**src/rtl/pipe_stage_chain.sv**
```systemverilog
// Parametrised chain of PC+instruction pipeline registers with per-stage hold,
// backpressure bubbling, ranged flush and retire/kill counters.
module pipe_stage_chain #(
  parameter int NUM_STAGES = 5,
  parameter int DATA_W     = 32,
  parameter int PC_W       = 32,
  parameter int CNT_W      = 32,
  parameter int IDX_W      = 3
) (
  input  logic                             clk,
  input  logic                             rst,
  input  logic                             in_valid,
  input  logic [PC_W-1:0]                  in_pc,
  input  logic [DATA_W-1:0]                in_instr,
  output logic                             in_ready,
  input  logic [NUM_STAGES-1:0]            hold,
  input  logic                             flush_en,
  input  logic [IDX_W-1:0]                 flush_upto,
  output logic [NUM_STAGES-1:0]            stage_valid,
  output logic [NUM_STAGES*PC_W-1:0]       stage_pc,
  output logic [NUM_STAGES*DATA_W-1:0]     stage_instr,
  output logic                             retire_valid,
  output logic [PC_W-1:0]                  retire_pc,
  output logic [DATA_W-1:0]                retire_instr,
  output logic [$clog2(NUM_STAGES+1)-1:0]  occupancy,
  output logic [CNT_W-1:0]                 retired_cnt,
  output logic [CNT_W-1:0]                 killed_cnt
);

  localparam int                OCC_W    = $clog2(NUM_STAGES+1);
  localparam logic [IDX_W-1:0]  LAST_IDX = IDX_W'(NUM_STAGES-1);

  logic [NUM_STAGES-1:0] r_valid;
  logic [PC_W-1:0]       r_pc    [NUM_STAGES];
  logic [DATA_W-1:0]     r_instr [NUM_STAGES];
  logic [CNT_W-1:0]      r_retired_cnt;
  logic [CNT_W-1:0]      r_killed_cnt;

  logic [NUM_STAGES-1:0] w_blocked;
  logic [NUM_STAGES-1:0] w_inc;
  logic [NUM_STAGES-1:0] w_kill_zone;
  logic [NUM_STAGES-1:0] w_bubble_zone;
  logic [NUM_STAGES-1:0] w_load;
  logic [IDX_W-1:0]      w_f;
  logic [CNT_W-1:0]      w_kill;

  // A running scalar walks the chain top-down so the vector never feeds itself.
  always_comb begin : blk_chain
    logic b;
    // NOTE: every always_comb output gets a default first so no path can infer a latch.
    w_blocked = '0;
    b = hold[NUM_STAGES-1];
    w_blocked[NUM_STAGES-1] = b;
    for (int k = NUM_STAGES-2; k >= 0; k--) begin
      b = hold[k] | (r_valid[k] & b);
      w_blocked[k] = b;
    end
  end

  assign in_ready = ~w_blocked[0] & ~flush_en;
  assign w_f      = (flush_upto >= LAST_IDX) ? LAST_IDX : flush_upto;

  always_comb begin
    w_inc         = '0;
    w_kill_zone   = '0;
    w_bubble_zone = '0;
    w_load        = '0;
    w_kill        = '0;
    w_inc[0] = in_valid & in_ready;
    for (int k = 1; k < NUM_STAGES; k++)
      w_inc[k] = r_valid[k-1] & ~w_blocked[k-1];
    for (int k = 0; k < NUM_STAGES; k++) begin
      w_kill_zone[k]   = flush_en & (k <= int'(w_f));
      w_bubble_zone[k] = flush_en & (k == int'(w_f) + 1);
      w_load[k]        = ~w_blocked[k] & w_inc[k] & ~w_kill_zone[k] & ~w_bubble_zone[k];
      if (w_kill_zone[k] & r_valid[k])
        w_kill = w_kill + CNT_W'(1);
      if (w_bubble_zone[k] & ~w_blocked[k] & w_inc[k])
        w_kill = w_kill + CNT_W'(1);
    end
  end

  assign retire_valid = r_valid[NUM_STAGES-1] & ~hold[NUM_STAGES-1];

  always_ff @(posedge clk or negedge rst) begin
    if (!rst) begin
      r_valid       <= '0;
      // NOTE: the data arrays are reset too, because stage PC/instr must read zero after reset.
      for (int k = 0; k < NUM_STAGES; k++) begin
        r_pc[k]    <= '0;
        r_instr[k] <= '0;
      end
      r_retired_cnt <= '0;
      r_killed_cnt  <= '0;
    end else begin
      // NOTE: non-blocking assignments so every stage samples its neighbour's pre-edge value.
      for (int k = 0; k < NUM_STAGES; k++) begin
        if (w_kill_zone[k])
          r_valid[k] <= 1'b0;
        else if (!w_blocked[k])
          r_valid[k] <= w_inc[k] & ~w_bubble_zone[k];
      end
      if (w_load[0]) begin
        r_pc[0]    <= in_pc;
        r_instr[0] <= in_instr;
      end
      for (int k = 1; k < NUM_STAGES; k++) begin
        if (w_load[k]) begin
          r_pc[k]    <= r_pc[k-1];
          r_instr[k] <= r_instr[k-1];
        end
      end
      r_retired_cnt <= r_retired_cnt + CNT_W'(retire_valid);
      r_killed_cnt  <= r_killed_cnt + w_kill;
    end
  end

  always_comb begin
    stage_pc    = '0;
    stage_instr = '0;
    occupancy   = '0;
    for (int k = 0; k < NUM_STAGES; k++) begin
      stage_pc[k*PC_W +: PC_W]        = r_pc[k];
      stage_instr[k*DATA_W +: DATA_W] = r_instr[k];
      occupancy = occupancy + OCC_W'(r_valid[k]);
    end
  end

  assign stage_valid  = r_valid;
  assign retire_pc    = r_pc[NUM_STAGES-1];
  assign retire_instr = r_instr[NUM_STAGES-1];
  assign retired_cnt  = r_retired_cnt;
  assign killed_cnt   = r_killed_cnt;

endmodule

```
**config.mk**
```make
export PLATFORM = sky130hd
export DESIGN_NAME = pipe_stage_chain
export DESIGN_NICKNAME = d
export VERILOG_FILES = /design/src/rtl/pipe_stage_chain.sv
export SDC_FILE = /design/constraint.sdc
export NUM_CORES = 1
export LEC_CHECK = 0
export ABC_AREA = 1
export BUFFER_PORTS_ARGS = -buffer_cell sky130_fd_sc_hd__buf_2
export CAP_MARGIN = 20
export CORE_AREA = 2 2 211 213
export CTS_CLUSTER_SIZE = 14
export DETAILED_ROUTE_END_ITERATION = 10
export DIE_AREA = 0 0 213 215
export SLEW_MARGIN = 20
export SYNTH_ARGS = -nofsm -noshare
export SYNTH_HDL_FRONTEND = slang
export SYNTH_SLANG_ARGS = --single-unit
```
**constraint.sdc**
```tcl
create_clock -name clk -period 13.7 [get_ports clk]
set_input_delay 2.055 -clock clk [delete_from_list [all_inputs] [get_ports clk]]
set_output_delay 2.055 -clock clk [all_outputs]
set_load 0.01 [all_outputs]
```
==> results of run 1 <==
metrics by stage:
step	hold WS, ns	cells
finish	0.480	2859
global route	0.509	2858
CTS	0.481	2857
detailed placement	0.470	2784
global placement	0.455	2784
floorplan	0.504	1774
cells in the final DEF, fill, tap and decap left out, drive strengths merged:
cell type and count:
a211oi 1, clkbuf 61, nor2 88, clkinv 4
mux2 54, nand4 8, xnor2 16, dfrtp 389
o22ai 1, nand3 42, nor3 17, ha 22
xor2 42, nor4 4, fa 3, buf 545
clkinvlp 2, o31ai 1, o21bai 3, or2 3
inv 115, a21oi 53, nand2 732, diode 2
o21ai 43, and2 1, conb 7, and3 1
nand3b 3, bufinv 4
area by class of cell:
| type | instances | area (um2) |
|---|---|---|
| Sequential cell | 389 | 9730 |
| Timing Repair Buffer | 545 | 2770 |
| Clock inverter | 12 | 180 |
| Multi-Input combinational cell | 1145 | 5710 |
| Inverter | 113 | 424 |
| Antenna cell | 2 | 5.00 |
| Fill cell | 4220 | 22800 |
| Clock buffer | 61 | 1260 |
| Tap cell | 592 | 741 |
final timing paths:
path	slack (ns)	cells past startpoint	end	start
max	5.01	47	killed_cnt[26]$_DFF_PN0_	flush_en
min	0.48	1	retired_cnt[31]$_DFF_PN0_	retired_cnt[31]$_DFF_PN0_
max reg2reg	6.16	46	killed_cnt[26]$_DFF_PN0_	stage_valid[0]$_DFFE_PN0P_
min reg2reg	0.48	1	retired_cnt[31]$_DFF_PN0_	retired_cnt[31]$_DFF_PN0_
max in group asynchronous	10.60	2	stage_instr[96]$_DFFE_PN0P_	rst
min in group asynchronous	1.55	1	stage_instr[60]$_DFFE_PN0P_	rst
power by group through the flow:
stage          Combinational (mW)  Clock [mW]  Sequential [mW]
6_report                    0.514        1.19             1.42
5_1_grt                     0.570        1.26             1.44
4_1_cts                     0.522        1.22             1.42
3_5_place_dp                0.520           0             1.44
3_3_place_gp                0.512           0             1.43
2_1_floorplan               0.191           0             1.47
kinds of logic after synthesis:
| group | share of synthesized area [%] |
|---|---|
| buffers and inverters | 6.94 |
| other | 0.0454 |
| adder cells (fa/ha/maj) | 2.03 |
| multiplexers | 3.68 |
| flip-flops | 58.8 |
| AND/OR/NAND/NOR | 22.1 |
| XOR/XNOR | 3.07 |
| AO/OA/AOI/OAI | 3.27 |
sequential cells by signal, indices dropped and copies added, names as in the netlist:
register,flops
killed_cnt,32
stage_instr,128
retire_instr,32
stage_valid,5
retired_cnt,32
stage_pc,128
retire_pc,32
metal layers:
metal / global-route usage, % / part of all wire [%]
met1: 28.5 / 43
met2: 34.3 / 46
met3: 5.70 / 6.9
met4: 9.16 / 3.6
met5: 0 / 0.17
==> metrics.txt, run 1 <==
largest net degree at the start of global routing=110; CP max-delay cell=ha_1; FMAX=0.115 GHz; Port-buffer cells=533; DIE AREA=0.0458 mm2; final instance area=0.0208 mm2; RSZ-0062 raised after global routing=false; Reg clk slew, reported paths=0.06 ns; CTS Buf Count=44; Sw Pwr=0.901 mW; 1st-pass router iterations=5; Hold WC Path Type=flip-flop to flip-flop; die height=215 um; Mapped Cells=1,769; flops & latches, synth=389; Synth Flop Type=dfrtp_1; Design Power=3.12 mW; Die Span X=213 um; WL final=50,000 um; first-iteration detailed-routing DRC count=764; H-tree depth=2; Max-cap violations=0; crit-path max cell delay=0.34 ns; sw frac=28.9%; layout cell share with drive strength beyond 1=31.5%; Worst Path Max Fanout=7; initial antenna violation count=9; Yosys cell types=40; Via Count=13,300; Final Hold Viols=0; post-CTS setup buffers=0; final max-slew violation count=0; Final ANT Viol Nets=0; CTS tree=done; Crit. End Element=flip-flop; Leakage=12.3 nW; kind of cell adding the most delay to the critical path=simple AND/OR/NAND/NOR gates; clock root cell=clkbuf_16; Post-synth EDFFs=0; Synth top area share=58.8%; drt wl/cell=17.5 um; synthesized area per cell=9.35 um2; global route overflow=0; Area Growth Syn to Fin=25.9%; clock sinks=389; worst-case clock buffer depth=3; Core Area=0.0436 mm2; Worst Tran Pin Value=1.00 ns; startpoint types=primary input; CTS Hold Buffers Added=0; most common cell in the netlist=nand2_1; sequential power share=45.5%; status=completed; critical path arrival=9.13 ns; placed inst area=0.0194 mm2; setup TNS=0 ns; P_int=2.21 mW; crit path buf inv count=7; Tmin final=8.69 ns; post-CTS sizing=0; Crit path top cell by count=nand2_1; row count=77; Async SR Flop Fraction=100%; combinational power share=16.5%; Mapped Area=0.0165 mm2; WP data required=14.14 ns; HPWL after DPL=35,800 um; Synth top cells by count=nand2_1, dfrtp_1, inv_1; vias in the first global route=13,300; pwr/cell area=150 mW/mm2; clock skew=0.0218 ns; clk_lat worst skew=0.57 ns; leading area contributor after synthesis=dfrtp_1; vias per inst=4.64; post-synthesis sequential area ratio=58.8%; first-pass GRT wire length=77,000 um; max_slew headroom=33.1%; synth top area cells=dfrtp_1, nand2_1, mux2_2, buf_4, inv_1; final net count=2,339; Starting Density=37.9%; # DRC=0; ratio of final minimum period to clock period=63.4%; Placer Congestion=0.890; DP Worst Slack=4.48 ns; All-Layer GR Usage=21.8%; worst setup margin=5.01 ns; Ports=534; Syn. warnings=0; final setup fails=0; maximum VDD drop=86.5 uV; final core utilization=47.7%; critical path type=primary input to flip-flop; Clk pwr share=38.1%
No activity file was read; power rests on OpenSTA's default activity.
==> inputs of run 2 (changes only) <==
--- a/config.mk
+++ b/config.mk
@@ -8,10 +8,11 @@
 export ABC_AREA = 1
 export BUFFER_PORTS_ARGS = -buffer_cell sky130_fd_sc_hd__buf_2
 export CAP_MARGIN = 20
-export CORE_AREA = 2 2 211 213
+export CORE_AREA = 2 2 206 208
 export CTS_CLUSTER_SIZE = 14
 export DETAILED_ROUTE_END_ITERATION = 10
-export DIE_AREA = 0 0 213 215
+export DIE_AREA = 0 0 208 210
+export PLACE_DENSITY = 0.65
 export SLEW_MARGIN = 20
 export SYNTH_ARGS = -nofsm -noshare
 export SYNTH_HDL_FRONTEND = slang
==> constraint.sdc (replaced) <==
create_clock -name clk -period 9 [get_ports clk]
set_input_delay 1.35 -clock clk [delete_from_list [all_inputs] [get_ports clk]]
set_output_delay 1.35 -clock clk [all_outputs]
set_load 0.01 [all_outputs]
==> metrics.txt, run 2 (synthesis results as in run 1) <==
setup TNS=0 ns (unchanged); Clk pwr share=39.1% (+1.0 points); global route overflow=0 (unchanged); commonest non-fill, non-tap cell in the layout=nand2_1; vias in the first global route=13,500 (+1.3%); most frequent cells in the layout=nand2_1, buf_2, dfrtp_1; CP max-delay cell=ha_1; largest net degree at the start of global routing=159 (+45%); HPWL after DPL=35,200 um (-1.8%); CTS Hold Buffers Added=0 (unchanged); critical path type=primary input to flip-flop; crit-path max cell delay=0.34 ns (about the same); WP data required=9.45 ns (-4.69 ns); clock root cell=clkbuf_16; combinational power share=16.0% (-0.5 points); max_slew headroom=34.1% (+1.1 points); worst-case clock buffer depth=3 (unchanged); clock sinks=389 (unchanged); post-CTS sizing=0 (unchanged); Starting Density=39.9% (+2.0 points); sw frac=28.5% (-0.39 points); Reg clk slew, reported paths=0.07 ns (about the same); Worst Path Max Fanout=7 (unchanged); die height=210 um (-2.3%); Sw Pwr=1.37 mW (+52%); first-pass GRT wire length=76,500 um (-0.70%); CTS Buf Count=43 (-2.3%); sequential power share=44.9% (-0.6 points); vias per inst=4.77 (+2.7%); FMAX=0.124 GHz; DIE AREA=0.0437 mm2 (-4.6%); layout cell share with drive strength beyond 1=31.8% (+0.33 points); final max-slew violation count=0 (unchanged); Worst Tran Pin Value=0.988 ns (-0.0159 ns); Leakage=12.3 nW (+0.42%); Die Span X=208 um (-2.3%); initial antenna violation count=1 (-8); drt wl/cell=17.3 um (-1.2%); Placer Congestion=0.918 (+3.2%); clk_lat worst skew=0.56 ns (about the same); All-Layer GR Usage=22.1% (+0.29 points); Via Count=13,400 (+0.90%); pwr/cell area=231 mW/mm2 (+54%); status=completed; maximum VDD drop=156 uV (+80%); clock skew=0.0183 ns (-0.00356 ns); Final Hold Viols=0 (unchanged); hold_ws=0.474 ns (-0.00595 ns); # DRC=0 (unchanged); Tmin final=8.06 ns; CTS tree=done; ratio of final minimum period to clock period=89.6%; Final ANT Viol Nets=0 (unchanged); final net count=2,338 (-0.043%); Area Growth Syn to Fin=26.1%; critical path arrival=8.51 ns (-0.62 ns); P_int=3.44 mW (+55%); startpoint types=primary input; Core Area=0.0415 mm2 (-5.0%); H-tree depth=2 (unchanged); final setup fails=0 (unchanged); antenna cells=0 (-2); Port-buffer cells=533 (unchanged); Ports=534 (unchanged); RSZ-0062 raised after global routing=false; 1st-pass router iterations=5 (unchanged); Crit. End Element=flip-flop; WL final=48,500 um (-3.0%); Crit path top cell by count=nand2_1; first-iteration detailed-routing DRC count=912 (+19%); row count=75 (-2.6%); Max-cap violations=0 (unchanged); Hold WC Path Type=flip-flop to flip-flop; post-CTS setup buffers=0 (unchanged)
run 2: worst max-delay path: cells and delay by family:
family / cells / cell delay [ns]
AO/OA/AOI/OAI: 6 / 0.71
XOR/XNOR: 2 / 0.28
adder cells (fa/ha/maj): 9 / 2.57
AND/OR/NAND/NOR: 23 / 3.06
buffers and inverters: 7 / 0.55
run 2: path summary, 6_finish.rpt:
path / start / end / slack (ns) / cells past startpoint
min: retired_cnt[31]$_DFF_PN0_ / retired_cnt[31]$_DFF_PN0_ / 0.47 / 1
min in group asynchronous: rst / retire_instr[21]$_DFFE_PN0P_ / 0.88 / 1
max in group asynchronous: rst / stage_instr[26]$_DFFE_PN0P_ / 6.16 / 3
min reg2reg: retired_cnt[31]$_DFF_PN0_ / retired_cnt[31]$_DFF_PN0_ / 0.47 / 1
max reg2reg: stage_valid[0]$_DFFE_PN0P_ / killed_cnt[26]$_DFF_PN0_ / 1.41 / 46
max: flush_en / killed_cnt[26]$_DFF_PN0_ / 0.94 / 47
run 2: layer usage:
metal	track usage (%)	share of wire [%]	wire length, um
met1	30.1	44	21200
met2	35.4	47	22800
met3	4.17	6.1	2960
met4	8.27	3.2	1540
met5	0	0.027	13
run 2: area by class of cell:
| cell class | instances | area (um2) |
|---|---|---|
| multi-input cells | 1145 | 5710 |
| repair buffers | 545 | 2780 |
| inverters | 113 | 424 |
| flip-flops and latches | 389 | 9730 |
| clock inverters | 15 | 225 |
| clock buffers | 63 | 1310 |
| well taps | 539 | 674 |
| fillers | 3884 | 20600 |
run 2: power groups by stage:
stage / sequential, mW / combinational (mW) / clock (mW)
after detailed placement: 2.19 / 0.779 / 0
after CTS: 2.16 / 0.781 / 1.92
after global routing: 2.19 / 0.854 / 1.99
final: 2.16 / 0.773 / 1.88
after global placement: 2.18 / 0.762 / 0
after floorplan: 2.24 / 0.291 / 0
run 2: metrics by stage:
step | utilization (%) | power (mW) | cell area, um2 | instances | setup slack [ns]
after floorplan | - | 2.53 | 16600 | 1774 | 1.26
after global placement | 46.6 | 2.94 | 19300 | 2731 | 0.760
after detailed placement | 46.6 | 2.97 | 19300 | 2731 | 0.431
after CTS | 50.3 | 4.86 | 20900 | 2809 | 1.04
after global routing | 50.3 | 5.04 | 20900 | 2809 | 0.367
final | 50.3 | 4.81 | 20900 | 2809 | 0.936
==> inputs of run 3 (changes only) <==
--- a/config.mk
+++ b/config.mk
@@ -12,7 +12,7 @@
 export CTS_CLUSTER_SIZE = 14
 export DETAILED_ROUTE_END_ITERATION = 10
 export DIE_AREA = 0 0 208 210
-export PLACE_DENSITY = 0.65
+export PLACE_DENSITY_LB_ADDON = 0.08
 export SLEW_MARGIN = 20
 export SYNTH_ARGS = -nofsm -noshare
 export SYNTH_HDL_FRONTEND = slang
==> metrics.txt, run 3 (synthesis results as in run 1) <==
Sw Pwr=1.38 mW (+0.21%); final net count=2,338 (unchanged); layout cell share with drive strength beyond 1=31.6% (-0.19 points); worst setup margin=1.06 ns (+0.128 ns); commonest non-fill, non-tap cell in the layout=nand2_1; pwr/cell area=231 mW/mm2 (about the same); DP Worst Slack=0.506 ns (+0.0747 ns); Inst Count DP=2,729 (-0.073%); critical path type=primary input to flip-flop; final setup fails=0 (unchanged); final core utilization=50.3% (about the same); CTS Buf Count=44 (+2.3%); global route overflow=0 (unchanged); clock root cell=clkbuf_16; final max-slew violation count=0 (unchanged); hold_ws=0.473 ns (-0.000476 ns); Port-buffer cells=533 (unchanged); first-iteration detailed-routing DRC count=756 (-17%); FMAX=0.126 GHz (+1.6%); first-pass GRT wire length=77,600 um (+1.5%); worst-case clock buffer depth=3 (unchanged); 1st-pass router iterations=5 (unchanged); placed inst area=0.0193 mm2 (about the same); CTS tree=done; P_int=3.44 mW (about the same); Starting Density=39.9% (unchanged); Die Span X=208 um (unchanged); kind of cell adding the most delay to the critical path=simple AND/OR/NAND/NOR gates; Tmin final=7.94 ns (-0.128 ns); startpoint types=primary input; Crit path top cell by count=nand2_1; clock skew=0.0229 ns (+0.00465 ns); vias per inst=4.69 (-1.5%); H-tree depth=2 (unchanged); crit path buf inv count=7 (unchanged); Max-cap violations=0 (unchanged); Hold WC Path Type=flip-flop to flip-flop; post-CTS setup buffers=0 (unchanged); Core Area=0.0415 mm2 (unchanged); Clk pwr share=38.9% (-0.2 points); setup TNS=0 ns (unchanged); die height=210 um (unchanged); # fillers=4,058 (+4.5%); maximum VDD drop=139 uV (-11%); # DRC=0 (unchanged); row count=75 (unchanged); Design Power=4.82 mW (about the same); ratio of final minimum period to clock period=88.2% (-1.4 points); Reg clk slew, reported paths=0.06 ns (about the same); Ports=534 (unchanged); initial antenna violation count=2 (+1); Final ANT Viol Nets=0 (unchanged); most frequent cells in the layout=nand2_1, buf_2, dfrtp_1; Via Count=13,200 (-1.5%); max_slew headroom=38.2% (+4.1 points); CTS Hold Buffers Added=0 (unchanged); clock sinks=389 (unchanged); status=completed; Final Instance Count excl. Fillers=2,811 (+0.071%); largest net degree at the start of global routing=166 (+4.4%); Area Growth Syn to Fin=26.1% (about the same); DIE AREA=0.0437 mm2 (unchanged); Final Hold Viols=0 (unchanged); Leakage=12.3 nW (about the same); CP max-delay cell=ha_1; Placer Congestion=0.830 (-9.6%); sw frac=28.6% (+0.055 points); All-Layer GR Usage=22.9% (+0.78 points); clk_lat worst skew=0.57 ns (about the same); Worst Path Max Fanout=4 (-3); sequential power share=44.9% (about the same); combinational power share=16.3% (+0.3 points); RSZ-0062 raised after global routing=false; critical path arrival=8.39 ns (-0.12 ns); Worst Tran Pin Value=0.927 ns (-0.0614 ns); crit-path max cell delay=0.34 ns (about the same); WP data required=9.45 ns (about the same); drt wl/cell=17.9 um (+3.8%); HPWL after DPL=36,500 um (+3.8%); Crit. End Element=flip-flop; vias in the first global route=12,800 (-5.2%); final instance area=0.0209 mm2 (about the same); WL final=50,400 um (+3.9%); post-CTS sizing=0 (unchanged)
==> run 3: changes by cell type in the layout (fill, tap and decap cells not counted), sizes merged <==
cell	change
clkbuf	+4
buf	-1
clkinvlp	-4
clkinv	+2
diode	+1
==> run 3: cell type report <==
| cell class | count | area, um2 | share of cell area [%] |
|---|---|---|---|
| flip-flops and latches | 389 | 9730 | 46.6 |
| multi-input cells | 1145 | 5710 | 27.4 |
| repair buffers | 544 | 2790 | 13.4 |
| clock buffers | 67 | 1320 | 6.31 |
| well taps | 539 | 674 | 3.23 |
| inverters | 113 | 424 | 2.03 |
| clock inverters | 13 | 209 | 1.00 |
| diodes | 1 | 2.50 | 0.0120 |
==> run 3: routing by layer <==
metal	wire [um]	vias up	track usage, %
li1	-	6382	-
met1	21500	6354	29.9
met4	1110	2	7.02
met3	3170	54	5.39
met2	24500	397	38.0
met5	13	-	0
==> run 3: worst reg2reg max path, delay by kind of cell, from the launching register on <==
kind,cells,cell delay (ns)
AND/OR/NAND/NOR,23,3.01
adder cells (fa/ha/maj),9,2.55
AO/OA/AOI/OAI,6,0.69
flip-flops,1,0.50
buffers and inverters,6,0.37
XOR/XNOR,2,0.28
==> run 3: final timing paths <==
check / startpoint / endpoint / slack [ns] / cells after the start
max in group asynchronous: rst / stage_pc[31]$_DFFE_PN0P_ / 6.79 / 2
worst min-delay path: retired_cnt[31]$_DFF_PN0_ / retired_cnt[31]$_DFF_PN0_ / 0.47 / 1
worst max register to register: stage_valid[0]$_DFFE_PN0P_ / killed_cnt[26]$_DFF_PN0_ / 1.51 / 46
worst max-delay path: flush_upto[1] / killed_cnt[26]$_DFF_PN0_ / 1.06 / 48
min in group asynchronous: rst / retire_instr[18]$_DFFE_PN0P_ / 0.76 / 1
worst min register to register: retired_cnt[31]$_DFF_PN0_ / retired_cnt[31]$_DFF_PN0_ / 0.47 / 1
==> run 3: power groups by stage <==
stage,logic (mW),clock network (mW),registers [mW]
after floorplan,0.291,0,2.24
after global placement,0.786,0,2.18
after detailed placement,0.793,0,2.19
after CTS,0.795,1.92,2.16
after global routing,0.870,1.99,2.19
final,0.783,1.87,2.16
